[src/rtl/descrypt_core_dispatch.sv]
// Round-robin dispatcher from the descrypt word generator to the DES crypt cores.
// It tracks busy cores locally and drains all cores before applying a new salt.
module descrypt_core_dispatch #(
    parameter int unsigned N_CORES    = 16,
    parameter int unsigned WORD_WIDTH = 56,
    parameter int unsigned ID_WIDTH   = 16,
    parameter int unsigned SALT_WIDTH = 12
) (
    input  logic                             CORE_CLK,
    input  logic                             rst_n,
    input  logic [WORD_WIDTH-1:0]            word_in,
    input  logic [ID_WIDTH-1:0]              word_id_in,
    input  logic                             word_valid,
    output logic                             word_rd,
    input  logic [SALT_WIDTH-1:0]            salt_in,
    input  logic                             salt_valid,
    output logic                             salt_ready,
    output logic [WORD_WIDTH-1:0]            core_word,
    output logic [ID_WIDTH-1:0]              core_word_id,
    output logic [SALT_WIDTH-1:0]            core_salt,
    output logic [N_CORES-1:0]               core_start,
    input  logic [N_CORES-1:0]               core_done,
    output logic [$clog2(N_CORES+1)-1:0]     cores_busy,
    output logic [31:0]                      words_dispatched,
    output logic                             idle
);

    localparam int unsigned PTR_W = $clog2(N_CORES);
    localparam int unsigned CNT_W = $clog2(N_CORES+1);

    typedef enum logic [1:0] {ST_RUN, ST_DRAIN, ST_LOAD} state_e;

    state_e                  state_q, state_d;
    logic [N_CORES-1:0]      busy_q, busy_d;
    logic [PTR_W-1:0]        rr_ptr_q, rr_ptr_d;
    logic [WORD_WIDTH-1:0]   word_q, word_d;
    logic [ID_WIDTH-1:0]     id_q, id_d;
    logic [SALT_WIDTH-1:0]   salt_q, salt_d;
    logic [N_CORES-1:0]      start_q, start_d;
    logic [31:0]             count_q, count_d;

    logic                    accept;
    logic                    found;
    logic [PTR_W-1:0]        winner;
    logic [PTR_W-1:0]        idx;
    logic [CNT_W-1:0]        popcnt;

    always_ff @(posedge CORE_CLK or negedge rst_n) begin
        if (!rst_n) begin
            state_q <= ST_RUN;
        end else begin
            state_q <= state_d;
        end
    end

    always_comb begin
        state_d = state_q;
        case (state_q)
            ST_RUN:   if (salt_valid) state_d = ST_DRAIN;
            // A salt withdrawn mid-drain still waits for the mask to empty.
            ST_DRAIN: if (busy_q == '0) state_d = salt_valid ? ST_LOAD : ST_RUN;
            ST_LOAD:  state_d = ST_RUN;
            default:  state_d = ST_RUN;
        endcase
    end

    always_comb begin
        word_rd    = 1'b0;
        salt_ready = 1'b0;
        case (state_q)
            ST_RUN:  word_rd = ~salt_valid & ~(&busy_q);
            ST_LOAD: salt_ready = 1'b1;
            default: ;
        endcase
    end

    assign accept = word_valid & word_rd;

    // Winner search uses the registered mask, so a core freed this cycle waits one cycle.
    always_comb begin
        found  = 1'b0;
        winner = '0;
        idx    = '0;
        for (int unsigned off = 1; off <= N_CORES; off++) begin
            idx = PTR_W'((32'(rr_ptr_q) + off) % N_CORES);
            if (!found && !busy_q[idx]) begin
                found  = 1'b1;
                winner = idx;
            end
        end
    end

    always_comb begin
        busy_d   = busy_q & ~core_done;
        rr_ptr_d = rr_ptr_q;
        word_d   = word_q;
        id_d     = id_q;
        start_d  = '0;
        count_d  = count_q;
        salt_d   = (state_q == ST_LOAD) ? salt_in : salt_q;
        if (accept) begin
            busy_d[winner]  = 1'b1;
            start_d[winner] = 1'b1;
            rr_ptr_d        = winner;
            word_d          = word_in;
            id_d            = word_id_in;
            count_d         = count_q + 32'd1;
        end
    end

    always_ff @(posedge CORE_CLK or negedge rst_n) begin
        if (!rst_n) begin
            busy_q   <= '0;
            rr_ptr_q <= PTR_W'(N_CORES - 1);
            word_q   <= '0;
            id_q     <= '0;
            salt_q   <= '0;
            start_q  <= '0;
            count_q  <= '0;
        end else begin
            busy_q   <= busy_d;
            rr_ptr_q <= rr_ptr_d;
            word_q   <= word_d;
            id_q     <= id_d;
            salt_q   <= salt_d;
            start_q  <= start_d;
            count_q  <= count_d;
        end
    end

    always_comb begin
        popcnt = '0;
        for (int unsigned i = 0; i < N_CORES; i++) begin
            popcnt = popcnt + CNT_W'(busy_q[i]);
        end
    end

    assign core_word        = word_q;
    assign core_word_id     = id_q;
    assign core_salt        = salt_q;
    assign core_start       = start_q;
    assign cores_busy       = popcnt;
    assign words_dispatched = count_q;
    assign idle             = (state_q == ST_RUN) && (busy_q == '0) && !word_valid;

endmodule

[config.mk]
export PLATFORM = sky130hd
export DESIGN_NAME = descrypt_core_dispatch
export DESIGN_NICKNAME = d
export VERILOG_FILES = /design/src/rtl/descrypt_core_dispatch.sv
export SDC_FILE = /design/constraint.sdc
export NUM_CORES = 1
export LEC_CHECK = 0
export ABC_AREA = 1
export CORE_MARGIN = 3
export CORE_UTILIZATION = 47
export CTS_BUF_LIST = sky130_fd_sc_hd__clkbuf_4 sky130_fd_sc_hd__clkbuf_8 sky130_fd_sc_hd__clkbuf_16
export DETAILED_ROUTE_END_ITERATION = 6
export DONT_BUFFER_PORTS = 1
export GPL_TIMING_DRIVEN = 1
export PLACE_DENSITY = 0.59
export RECOVER_POWER = 25
export SLEW_MARGIN = 40
export SYNTH_ARGS = -nofsm -noshare
export SYNTH_HDL_FRONTEND = slang
export SYNTH_SLANG_ARGS = --single-unit
[constraint.sdc]
create_clock -name CORE_CLK -period 9.35 [get_ports CORE_CLK]
set_input_delay 0.935 -clock CORE_CLK [delete_from_list [all_inputs] [get_ports CORE_CLK]]
set_output_delay 0.935 -clock CORE_CLK [all_outputs]
set_load 0.02 [all_outputs]
# Word-level counts from Yosys, hierarchy flattened
# Index checks and enable logic that the tools add are counted.
[totals]
out_inout_bits = 140
inputBits = 104
latch_bits = 0
register_bits = 154
mem_bits_rw = 0
word_cells = 194
mem_count = 0
rom_bits = 0
[classes]
n_eq_ne = 4
n_lt_le_gt_ge = 18
add_sub_neg = 32
n_bitwise = 7
shifts = 0
n_mul = 0
reduce_logical = 52
mux = 73
div_mod_pow = 0
[ops]
columns = ["cell", "n"]
rows = [
  ["$lt A4 B5 Y1 const B", 17],
  ["$bmux W1 S4", 16],
  ["$mux W4", 16],
  ["$add A5 B1 Y5", 11],
  ["$mux W1", 34],
  ["$add A32 B1 Y32 const B", 1],
  ["$add A4 B4 Y4 const B", 8],
  ["$mux W16", 2],
  ["$logic_not A1 Y1", 30],
  ["$logic_and A1 B1 Y1", 18],
  ["$add A4 B3 Y4 const B", 4],
  ["$and A16 B16 Y16", 1],
  ["$logic_not A16 Y1", 1],
  ["$not A16 Y16", 1],
  ["$or A16 B16 Y16", 1],
  ["$reduce_and A16 Y1", 1],
  ["$add A4 B1 Y4 const B", 2],
  ["$add A4 B2 Y4 const B", 2],
  ["$mux W2", 3],
  ["$add A4 B1 Y5", 1],
  ["$add A3 B1 Y4", 1],
  ["$demux W1 S4", 1],
  ["$ge A4 B1 Y1 const B", 1],
  ["$ne A2 B2 Y1 const B", 2],
  ["9 further kinds", 11],
]

# Depth between registers and ports, before layout
[logic_depth]
depth_word = 54
mapped_depth = 28
mapped_depth_nobuf = 27

# Worst setup path after synthesis
# Ideal clock, no wire load.
[synth_path]
path_kind = "register to output"
startpoint = "reg busy_q[0]"
endpoint = "out cores_busy[4]"
setup_slack_ns = 4.885
path_stages_with_launch = 11
arrival_ns = 3.530
path_cell_list = "dfrtp_1 fa_1 inv_1 fa_1 fa_1 fa_1 inv_1 ha_1 inv_1 fa_1 o21ai_0"
[synth_between]
elab_chain_len = 15
[synth_lines]
columns = ["element", "line", "source"]
rows = [
  ["from (decl)", "34", "logic [N_CORES-1:0] busy_q, busy_d;"],
  ["from (signal assigned)", "121", "busy_q <= busy_d;"],
  ["$add A1 B1 Y2", "134", "popcnt = popcnt + CNT_W'(busy_q[i]);"],
  ["$add A2 B1 Y3", "134", ""],
  ["$add A3 B1 Y4", "134", ""],
  ["$add A4 B1 Y5", "134", ""],
  ["$add A5 B1 Y5 (11 in a row)", "134", ""],
  ["to (decl)", "23", "output logic [$clog2(N_CORES+1)-1:0] cores_busy,"],
]
# No other way between the ends.

# Worst setup path in the final report
[layout_path]
startpoint = "reg busy_q[11]"
endpoint = "out cores_busy[4]"
[layout_between]
elab_chain_len = 5
[layout_lines]
columns = ["element", "line"]
rows = [
  ["$add A5 B1 Y5 (5 in a row)", "134"],
]
# No other way between the ends.

==> flow_summary.toml <==
[cts]
cts_resized = 0
cts.htree.levels = 4
cts_hold_buf = 0
clkTransAtPathRegs_ps = 70
root_buffer = "clkbuf_16"
clockBufferDepth = 2
cts_sinks = 154
insertion_delay_ps = 430
cts_tree = "done"
postCtsSetupRepairBufs = 0
cts_made_buffers = 17

[timing]
whs_ps = 196
slew_headroom_pct = 47.1
worst_clock_skew_ps = 11.0
tns_ps = 0
finalCritPeriodShare_pct = 54.0
fmax_ghz = 0.198
setup_viol = 0
rsz0062_at_grt = "false"
finalHoldViolCount = 0
final_max_slew_viol_count = 0
worst_pin_slew_ps = 785
fin_crit_ps = 5050

[route]
drt_drc_violations_left = 0
viasPerCell = 5.26
drt_iter0_markers = 462
routedWlPerCell_um = 17.0
met1_length_um = 9030
met3_length_um = 1890
drt-total-wl_um = 21800
wl_met2_um = 10500
ant_nets = 0
vias = 6741
top_layer = "met4"
drtPass1Iterations = 5

[worst_setup_path]
crit_path_end_kind = "primary output"
crit_arrival_ps = 4110
cpMostUsedCell = "fa_1"
crit_slowest_cell = "o21ai_0"
critPathMaxFanout = 6
cp-start-kind = "flop"
critical_path_class = "reg2out"
worstPathRequired_ps = 8420
crit_chain = "fa_1 -> fa_1 -> inv_1 -> fa_1 -> fa_1 -> inv_1 -> ha_1 -> inv_1 -> fa_1 -> o21ai_0"
slowest_delay_ps = 550

[synth]
ys.flop_type = "dfrtp_1"
yosysTopAreaCell = "dfrtp_1"
synthTopCellsByArea = "dfrtp_1 (45%), nand2_1 (19%), nand3_1 (7.5%), inv_1 (4.0%), nor2_1 (2.7%)"
ys_types = 39
async_flop_share_pct = 100
ys_top_cells_by_count = "nand2_1 (421), dfrtp_1 (150), nand3_1 (124)"
synthMuxAreaShare_pct = 0
yosys.area_share.simple_pct = 36.2
synthAdderAreaFrac_pct = 4.85
synthCells = 1058
synth-xor-area-share_pct = 4.14
synth_top_area_share_pct = 45.5
synth_edf_count = 0
post-synth-top-count-cell = "nand2_1"
seq_area_frac_synth_pct = 46.7
synth-seq-cells = 154
synth_area_per_cell_um2 = 7.81
yosys_warnings = 0
syn_nets = 1188
synthesis.area_um2 = 8260
synth-compound-area-share_pct = 1.79
synth_top_family_by_area = "simple AND/OR/NAND/NOR gates"

[finish]
stdcell_count = 1282
syn2layout_area_growth_pct = 9.39
drive_gt1_share_pct = 8.47
diodes = 0
layout.nets = 1179
fin_util_pct = 53.5

[pwr]
powerDensity_nw_per_um2 = 392
finalPower_w = 0.00354
p_leak_nw = 4.82
ir_drop_mv = 0.174

[floorplan]
design.portCount = 244
fp.dieW_um = 139
core_area_um2 = 16900
die_y_um = 139
die_area_um2 = 19200
initial_core_util_pct = 48.9
rows = 47

[run_status]
status = "finished, final reports clean"

[flow_run]
max_cap_violations = 0

[grt]
grt_overflow_total = 0
grt_usage_pct = 22.6
grt_pass1_wl_um = 34900
grt_max_degree = 155
first_global_vias = 6502
antenna_found_initial = 0

[min_path]
hold_path.class = "in2async"

[placement]
place_inst = 1250
place_congestion = 0.940
dp_hpwl_um = 16000
io_buffers = 0
[area by class of cell]
| class | instances | area (um2) |
|---|---|---|
| fillers | 1599 | 7840 |
| multi-input cells | 775 | 3880 |
| flip-flops and latches | 154 | 3860 |
| clock buffers | 18 | 439 |
| inverters | 98 | 368 |
| well taps | 220 | 275 |
| clock inverters | 14 | 184 |
| repair buffers | 3 | 26.3 |
[cells in the final DEF, fill, tap and decap left out, types with 11 or more instances in the layout]
| master | n |
|---|---|
| xor2_1 | 24 |
| inv_1 | 87 |
| nand2_1 | 421 |
| nand3_1 | 124 |
| nand4_1 | 21 |
| clkbuf_16 | 17 |
| nor2_1 | 60 |
| ha_1 | 16 |
| xnor2_1 | 15 |
| inv_2 | 11 |
| nand2_2 | 11 |
| dfrtp_1 | 150 |
[metrics by stage]
| stage | instance area [um2] | setup slack [ps] |
|---|---|---|
| floorplan | 8260 | 4880 |
| global placement | 8410 | 4760 |
| detailed placement | 8410 | 4690 |
| global route | 9030 | 4110 |
| CTS | 9030 | 4250 |
| finish | 9030 | 4300 |
[worst paths after layout]
kind / start / to / slack (ps) / cells past startpoint
worst max-delay path: busy_q[11] / cores_busy[4] / 4300 / 10
worst min-delay path: rst_n / core_word[28] / 200 / 0
worst max register to register: rr_ptr_q[1] / busy_q[7] / 4810 / 22
worst min register to register: state_q[1] / state_q[1] / 430 / 1
max in group asynchronous: rst_n / rr_ptr_q[1] / 8890 / 0
min in group CORE_CLK: state_q[1] / state_q[1] / 430 / 1
[worst max-delay path, delay by kind of cell (launching register included)]
| kind | cells | cell delay (ps) |
|---|---|---|
| AOI/OAI and AO/OA | 1 | 550 |
| DFF | 1 | 500 |
| adders and majority gates | 6 | 2490 |
| buffers and inverters | 3 | 160 |
[where the power goes]
group	internal (W)	switching, W	leakage, nW
sequential	0.000896	0.000481	1.97
combinational	0.000420	0.00103	2.55
clock	0.000413	0.000303	0.301
[registers in the layout, indices dropped and copies added (netlist names)]
signal / count
core_salt: 12
core_start: 16
busy_q: 16
core_word: 56
words_dispatched: 32
core_word_id: 16
rr_ptr_q: 4
state_q: 2
[metal layers]
layer / global-route usage (%) / up-vias
met5: 0 / -
met4: 6.24 / 0
met3: 8.69 / 27
met2: 36.3 / 239
met1: 28.9 / 3157
li1: - / 3318
[cells by family after synthesis]
kind of cell	after synthesis
xor+xnor	39
fa+ha+maj	26
simple gates	685
buf+inv	129
flops	154
compound gates	25
(Power assumes the default switching activity.)
